[src/rtl/data_memory_controller_if.sv]
// Memory-stage request/response and external bus signals for data_memory_controller.
// The slave modport is the controller's view; the master modport is the requester/bus model.
interface data_memory_controller_if;
    logic [31:0] address;
    logic [31:0] store_data;
    logic [3:0]  byte_enable;
    logic        store_valid;
    logic        load_valid;
    logic [31:0] load_data;
    logic        load_data_valid;
    logic        store_complete;
    logic        access_fault;
    logic        busy;
    logic [31:0] bus_address;
    logic [31:0] bus_write_data;
    logic [3:0]  bus_byte_enable;
    logic        bus_write;
    logic        bus_request;
    logic        bus_ready;
    logic [31:0] bus_read_data;

    modport slave (
        input  address, store_data, byte_enable, store_valid, load_valid,
        input  bus_ready, bus_read_data,
        output load_data, load_data_valid, store_complete, access_fault, busy,
        output bus_address, bus_write_data, bus_byte_enable, bus_write, bus_request
    );

    modport master (
        output address, store_data, byte_enable, store_valid, load_valid,
        output bus_ready, bus_read_data,
        input  load_data, load_data_valid, store_complete, access_fault, busy,
        input  bus_address, bus_write_data, bus_byte_enable, bus_write, bus_request
    );
endinterface

[src/rtl/data_memory_controller.sv]
// Single-outstanding load/store controller between the Memory stage and an external bus.
// Optional bus timeout abort is enabled by defining DMEM_TIMEOUT_EN.
module data_memory_controller #(
    parameter int TIMEOUT_CYCLES = 16
) (
    input  logic                     i_clk,
    input  logic                     i_rst,
    data_memory_controller_if.slave  mem_if
);

    typedef enum logic [1:0] {
        IDLE    = 2'd0,
        REQUEST = 2'd1,
        RESPOND = 2'd2
    } state_t;

    state_t      r_state;
    state_t      w_next_state;
    logic        w_any_req;
    logic        w_accept;
    logic        w_misaligned;
    logic        w_timeout;
    logic        w_next_store;
    logic        w_next_fault;

    logic [31:0] r_addr;
    logic [31:0] r_wdata;
    logic [3:0]  r_be;
    logic        r_is_store;
    logic        r_fault;
    logic [31:0] r_load_data;
    logic        r_load_valid;
    logic        r_store_complete;
    logic        r_access_fault;
    logic        r_busy;
    logic        r_bus_request;

    generate
        if (TIMEOUT_CYCLES < 2 || TIMEOUT_CYCLES > 255) begin : g_bad_timeout
            $error("TIMEOUT_CYCLES must be in 2..255");
        end
    endgenerate

    assign w_any_req    = mem_if.store_valid | mem_if.load_valid;
    assign w_misaligned = (mem_if.address[1:0] != 2'b00);

`ifdef DMEM_TIMEOUT_EN
    localparam logic [7:0] TIMEOUT_LAST = 8'(TIMEOUT_CYCLES - 1);

    logic [7:0] r_timeout_count;

    // Counts busReady-low cycles of the current bus request.
    always_ff @(posedge i_clk or posedge i_rst) begin
        if (i_rst) begin
            r_timeout_count <= 8'd0;
        end else if (w_next_state == REQUEST && r_state != REQUEST) begin
            r_timeout_count <= 8'd0;
        end else if (r_state == REQUEST && !mem_if.bus_ready) begin
            r_timeout_count <= r_timeout_count + 8'd1;
        end else begin
            r_timeout_count <= r_timeout_count;
        end
    end

    // Abort in the cycle that would be the TIMEOUT_CYCLES-th unanswered one.
    assign w_timeout = (r_state == REQUEST) && !mem_if.bus_ready &&
                       (r_timeout_count == TIMEOUT_LAST);
`else
    assign w_timeout = 1'b0;
`endif

    // State register.
    always_ff @(posedge i_clk or posedge i_rst) begin
        if (i_rst) begin
            r_state <= IDLE;
        end else begin
            r_state <= w_next_state;
        end
    end

    // Next-state decode; a simultaneous load is dropped in favour of the store.
    always_comb begin
        w_next_state = r_state;
        w_accept     = 1'b0;
        case (r_state)
            IDLE: begin
                if (w_any_req) begin
                    w_accept = 1'b1;
                    if (w_misaligned) begin
                        w_next_state = RESPOND;
                    end else if (mem_if.store_valid && mem_if.byte_enable == 4'b0000) begin
                        w_next_state = RESPOND;
                    end else begin
                        w_next_state = REQUEST;
                    end
                end else begin
                    w_next_state = IDLE;
                end
            end
            REQUEST: begin
                if (mem_if.bus_ready || w_timeout) begin
                    w_next_state = RESPOND;
                end else begin
                    w_next_state = REQUEST;
                end
            end
            RESPOND: w_next_state = IDLE;
            default: w_next_state = IDLE;
        endcase
        w_next_store = w_accept ? mem_if.store_valid : r_is_store;
        w_next_fault = w_accept ? w_misaligned : (r_fault | w_timeout);
    end

    // Request capture, load result and registered status/pulse outputs.
    always_ff @(posedge i_clk or posedge i_rst) begin
        if (i_rst) begin
            r_addr           <= 32'h0000_0000;
            r_wdata          <= 32'h0000_0000;
            r_be             <= 4'h0;
            r_is_store       <= 1'b0;
            r_fault          <= 1'b0;
            r_load_data      <= 32'h0000_0000;
            r_load_valid     <= 1'b0;
            r_store_complete <= 1'b0;
            r_access_fault   <= 1'b0;
            r_busy           <= 1'b0;
            r_bus_request    <= 1'b0;
        end else begin
            if (w_accept) begin
                r_addr     <= {mem_if.address[31:2], 2'b00};
                r_wdata    <= mem_if.store_valid ? mem_if.store_data : 32'h0000_0000;
                r_be       <= mem_if.store_valid ? mem_if.byte_enable : 4'hF;
                r_is_store <= mem_if.store_valid;
            end
            r_fault <= w_next_fault;
            if (r_state == REQUEST && mem_if.bus_ready && !r_is_store) begin
                r_load_data <= mem_if.bus_read_data;
            end else if (w_next_state == RESPOND && w_next_fault && !w_next_store) begin
                r_load_data <= 32'h0000_0000;
            end
            r_busy           <= (w_next_state != IDLE);
            r_bus_request    <= (w_next_state == REQUEST);
            r_load_valid     <= (w_next_state == RESPOND) && !w_next_store;
            r_store_complete <= (w_next_state == RESPOND) && w_next_store;
            r_access_fault   <= (w_next_state == RESPOND) && w_next_fault;
        end
    end

    assign mem_if.load_data       = r_load_data;
    assign mem_if.load_data_valid = r_load_valid;
    assign mem_if.store_complete  = r_store_complete;
    assign mem_if.access_fault    = r_access_fault;
    assign mem_if.busy            = r_busy;
    assign mem_if.bus_address     = r_addr;
    assign mem_if.bus_write_data  = r_wdata;
    assign mem_if.bus_byte_enable = r_be;
    assign mem_if.bus_write       = r_is_store;
    assign mem_if.bus_request     = r_bus_request;

endmodule

[src/flat_wrapper.sv]
// flat-port wrapper written by rule: the top's interface ports become plain ports
module data_memory_controller_flat 
#(
    parameter int TIMEOUT_CYCLES = 16
)
  (i_clk, i_rst, mem_if_address, mem_if_store_data, mem_if_byte_enable, mem_if_store_valid, mem_if_load_valid, mem_if_bus_ready, mem_if_bus_read_data, mem_if_load_data, mem_if_load_data_valid, mem_if_store_complete, mem_if_access_fault, mem_if_busy, mem_if_bus_address, mem_if_bus_write_data, mem_if_bus_byte_enable, mem_if_bus_write, mem_if_bus_request);
  data_memory_controller_if mem_if_i ();
  input  logic i_clk;
  input  logic i_rst;
  input wire logic [$bits(mem_if_i.address)-1:0] mem_if_address;
  input wire logic [$bits(mem_if_i.store_data)-1:0] mem_if_store_data;
  input wire logic [$bits(mem_if_i.byte_enable)-1:0] mem_if_byte_enable;
  input wire logic [$bits(mem_if_i.store_valid)-1:0] mem_if_store_valid;
  input wire logic [$bits(mem_if_i.load_valid)-1:0] mem_if_load_valid;
  input wire logic [$bits(mem_if_i.bus_ready)-1:0] mem_if_bus_ready;
  input wire logic [$bits(mem_if_i.bus_read_data)-1:0] mem_if_bus_read_data;
  output wire logic [$bits(mem_if_i.load_data)-1:0] mem_if_load_data;
  output wire logic [$bits(mem_if_i.load_data_valid)-1:0] mem_if_load_data_valid;
  output wire logic [$bits(mem_if_i.store_complete)-1:0] mem_if_store_complete;
  output wire logic [$bits(mem_if_i.access_fault)-1:0] mem_if_access_fault;
  output wire logic [$bits(mem_if_i.busy)-1:0] mem_if_busy;
  output wire logic [$bits(mem_if_i.bus_address)-1:0] mem_if_bus_address;
  output wire logic [$bits(mem_if_i.bus_write_data)-1:0] mem_if_bus_write_data;
  output wire logic [$bits(mem_if_i.bus_byte_enable)-1:0] mem_if_bus_byte_enable;
  output wire logic [$bits(mem_if_i.bus_write)-1:0] mem_if_bus_write;
  output wire logic [$bits(mem_if_i.bus_request)-1:0] mem_if_bus_request;
  assign mem_if_i.address = mem_if_address;
  assign mem_if_i.store_data = mem_if_store_data;
  assign mem_if_i.byte_enable = mem_if_byte_enable;
  assign mem_if_i.store_valid = mem_if_store_valid;
  assign mem_if_i.load_valid = mem_if_load_valid;
  assign mem_if_i.bus_ready = mem_if_bus_ready;
  assign mem_if_i.bus_read_data = mem_if_bus_read_data;
  assign mem_if_load_data = mem_if_i.load_data;
  assign mem_if_load_data_valid = mem_if_i.load_data_valid;
  assign mem_if_store_complete = mem_if_i.store_complete;
  assign mem_if_access_fault = mem_if_i.access_fault;
  assign mem_if_busy = mem_if_i.busy;
  assign mem_if_bus_address = mem_if_i.bus_address;
  assign mem_if_bus_write_data = mem_if_i.bus_write_data;
  assign mem_if_bus_byte_enable = mem_if_i.bus_byte_enable;
  assign mem_if_bus_write = mem_if_i.bus_write;
  assign mem_if_bus_request = mem_if_i.bus_request;
  data_memory_controller #(.TIMEOUT_CYCLES(TIMEOUT_CYCLES)) u_core (.i_clk(i_clk), .i_rst(i_rst), .mem_if(mem_if_i));
endmodule
[config.mk]
export PLATFORM = sky130hd
export DESIGN_NAME = data_memory_controller_flat
export DESIGN_NICKNAME = d
export VERILOG_FILES = /design/src/rtl/data_memory_controller_if.sv /design/src/rtl/data_memory_controller.sv /design/src/flat_wrapper.sv
export SDC_FILE = /design/constraint.sdc
export NUM_CORES = 1
export LEC_CHECK = 0
export ABC_AREA = 1
export CAP_MARGIN = 20
export CORE_MARGIN = 4
export CORE_UTILIZATION = 35
export DETAILED_ROUTE_END_ITERATION = 10
export PLACE_DENSITY = 0.73
export SYNTH_ARGS = -nofsm -noshare
export SYNTH_HDL_FRONTEND = slang
export SYNTH_SLANG_ARGS = --single-unit
[constraint.sdc]
create_clock -name i_clk -period 10.17 [get_ports i_clk]
set_clock_uncertainty 0.1 [all_clocks]
set_input_delay 3.051 -clock i_clk [delete_from_list [all_inputs] [get_ports i_clk]]
set_output_delay 3.051 -clock i_clk [all_outputs]
set_load 0.05 [all_outputs]
==> results.yml <==
worst_setup_path:
  crit_path_end_kind: "flip-flop"
  worstPathCellList: "clkdlybuf4s50_1 -> inv_2 -> nand2_2 -> nand2_4 -> nor2_4 -> a21oi_2 -> nand2_2 -> nand2_1 -> nand2_1"
  critPathArrivalTime_ns: 5.72
  slowest_delay_ns: 0.80
  path_buf_inv: 2
  crit_fanout: 68
  crit_path_start_kind: "input pin"
  path_class: "input pin to flip-flop"
  required_ns: 10.34
  crit_family: "simple AND/OR/NAND/NOR gates"
  slowest_stage: "nor2_4"
run_status:
  outcome: "completed"
floorplan:
  die_h_um: 115
  start_util_pct: 36.3
  core_region_area_sq_um: 11000
  ioPinCount: 211
  rows: 38
  die_x_um: 115
  die_area_sq_um: 13200
clocking:
  cts_sinks: 107
  cts_setup_buffers: 0
  clockBufferDepth: 2
  root_buffer: "clkbuf_16"
  cts_resized: 0
  htreeDepth: 3
  numCtsBuffers: 9
  clock_latency_ns: 0.32
  clk_pin_slew_worst_paths_ns: 0.07
  cts_tree: "done"
  hold_buffers: 0
power_and_ir_drop:
  p_leak_nw: 3.08
  power_density_nw_per_um2: 280
  vdd_drop_max_uv: 145
  totalPowerFinal_w: 0.00180
logic_synthesis:
  ys_async_sr_fraction_pct: 100
  synth_edf_count: 0
  synth_top_area_share_pct: 66.9
  syn_inst: 389
  ys_ff_latch: 107
  synthTopCellsByArea: "dfrtp_1 67%, nand2_1 18%, a22o_1 7.0%"
  synth_seq_area_share_pct: 66.9
  yosysWarningCount: 0
  synth-main-ff-cell: "dfrtp_1"
  synth.largest_area_cell: "dfrtp_1"
  synthesis.area_sq_um: 4000
  yosys.cell_types.count: 21
  syn_area_per_cell_sq_um: 10.3
timing:
  final.min_clock_period_ns: 5.55
  setup_tns_ns: 0
  setup_viol: 0
  worstMarginPinSlew_ns: 0.913
  hold_violations: 0
  slew_viol_final: 0
  rsz0062_at_grt: "false"
  slew-limit-headroom_pct: 39.1
  fin_crit_sh_pct: 54.5
  timing.fmax_ghz: 0.180
drt:
  postRouteAntennaNets: 0
  wl_per_cell_um: 15.6
  drt_iter0_drc: 168
  vias_per_cell: 4.66
  drc: 0
  drtPass1Iterations: 4
  vias: 3421
  routed_wl_um: 11400
grt:
  track_usage_pct: 17.4
  grt_pass1_wl_um: 18000
  antenna_found_initial: 0
  grt_overflow_total: 0
  first_global_vias: 3516
  grt_max_degree: 74
cells_and_area:
  layout_commonest_cell: "clkdlybuf4s50_1"
  area_growth_pct: 60.5
  diodes: 0
  final_cell_mix: "208 x clkdlybuf4s50_1, 195 x nand2_1, 107 x dfrtp_1, 32 x a22o_1, 9 x clkbuf_16"
  utilization_pct: 58.2
  final_nets: 695
  drive_gt1_share_pct: 4.21
  fillers: 940
place:
  dp_hpwl_um: 8420
  io_buffer_count: 208
  gp_congestion: 0.762
hold_path:
  hold_class: "flip-flop to flip-flop"
flow_run:
  drv_cap: 0
-- cells by family (layout without fill, tap and decap cells) --
group | Yosys count | after routing | synth area share [%]
AO/OA/AOI/OAI | 39 | 39 | 8.26
buffers and inverters | 31 | 235 | 4.16
flip-flops | 107 | 107 | 66.9
other | 1 | 2 | 0.0937
AND/OR/NAND/NOR | 211 | 211 | 20.6
-- power breakdown --
group / internal (W) / switching, W
Sequential: 0.000542 / 0.0000660
Combinational: 0.000286 / 0.000593
Clock: 0.000171 / 0.000137
Total: 0.00100 / 0.000796
-- cell usage after synthesis (2+ instances only) --
cell and number:
nand3_1 3, nand2_2 3, buf_4 3, o22a_1 3
nor2_1 6, buf_2 11, inv_1 8, nand2_1 195
o21ai_0 2, dfrtp_1 107, nor2_2 2, a22o_1 32
clkbuf_1 4, buf_6 3
-- metrics by stage --
step	instances	instance area (sq um)	setup slack (ns)	hold WS (ns)
after global placement	718	6150	4.36	0.352
after detailed placement	719	6160	4.26	0.358
after floorplan	390	4010	4.20	0.345
final	734	6420	4.62	0.376
after global routing	734	6420	4.37	0.398
after CTS	734	6420	4.61	0.375
-- sequential cells by signal, indices dropped and copies added, names as in the netlist --
name and count:
u_core.mem_if.bus_address 30, u_core.mem_if.load_data_valid 1, u_core.mem_if.bus_write 1, u_core.r_state 2, u_core.mem_if.bus_write_data 32, u_core.mem_if.access_fault 1, u_core.mem_if.bus_byte_enable 4, u_core.mem_if.busy 1
u_core.mem_if.store_complete 1, u_core.mem_if.bus_request 1, u_core.mem_if.load_data 32, u_core.r_fault 1
-- per-layer routing --
metal / track usage, % / part of all wire [%]
met5: 0 / 0
met1: 22.2 / 41
met3: 6.32 / 9.2
met2: 28.0 / 48
met4: 4.77 / 1.5
-- path summary, 6_finish.rpt --
| path | startpoint | end | slack, ns | cells past startpoint |
|---|---|---|---|---|
| max | mem_if_store_valid | u_core.mem_if.load_data[17]$_DFFE_PP0P_ | 4.62 | 9 |
| min | u_core.mem_if.load_data[0]$_DFFE_PP0P_ | u_core.mem_if.load_data[0]$_DFFE_PP0P_ | 0.38 | 2 |
| max reg2reg | u_core.r_state[1]$_DFF_PP0_ | u_core.mem_if.load_data[17]$_DFFE_PP0P_ | 7.43 | 7 |
| min reg2reg | u_core.mem_if.load_data[0]$_DFFE_PP0P_ | u_core.mem_if.load_data[0]$_DFFE_PP0P_ | 0.38 | 2 |
| max in group asynchronous | i_rst | u_core.r_state[0]$_DFF_PP0_ | 5.71 | 3 |
| min in group asynchronous | i_rst | u_core.mem_if.bus_address[5]$_DFFE_PP0P_ | 2.99 | 2 |
-- cell type report --
cell class	instances	area [sq um]	share of cell area (%)
clock buffers	13	250	3.90
clock inverters	2	12.5	0.195
inverters	10	42.5	0.662
multi-input cells	252	1160	18.1
flip-flops and latches	107	2680	41.7
well taps	140	175	2.73
repair buffers	210	2100	32.8
-- tightest hold or removal path: stages (launching register included) --
cell and delay (ns):
dfrtp_1 0.35, nand2_1 0.06, nand2_1 0.05
No activity file was read; power rests on OpenSTA's default activity.
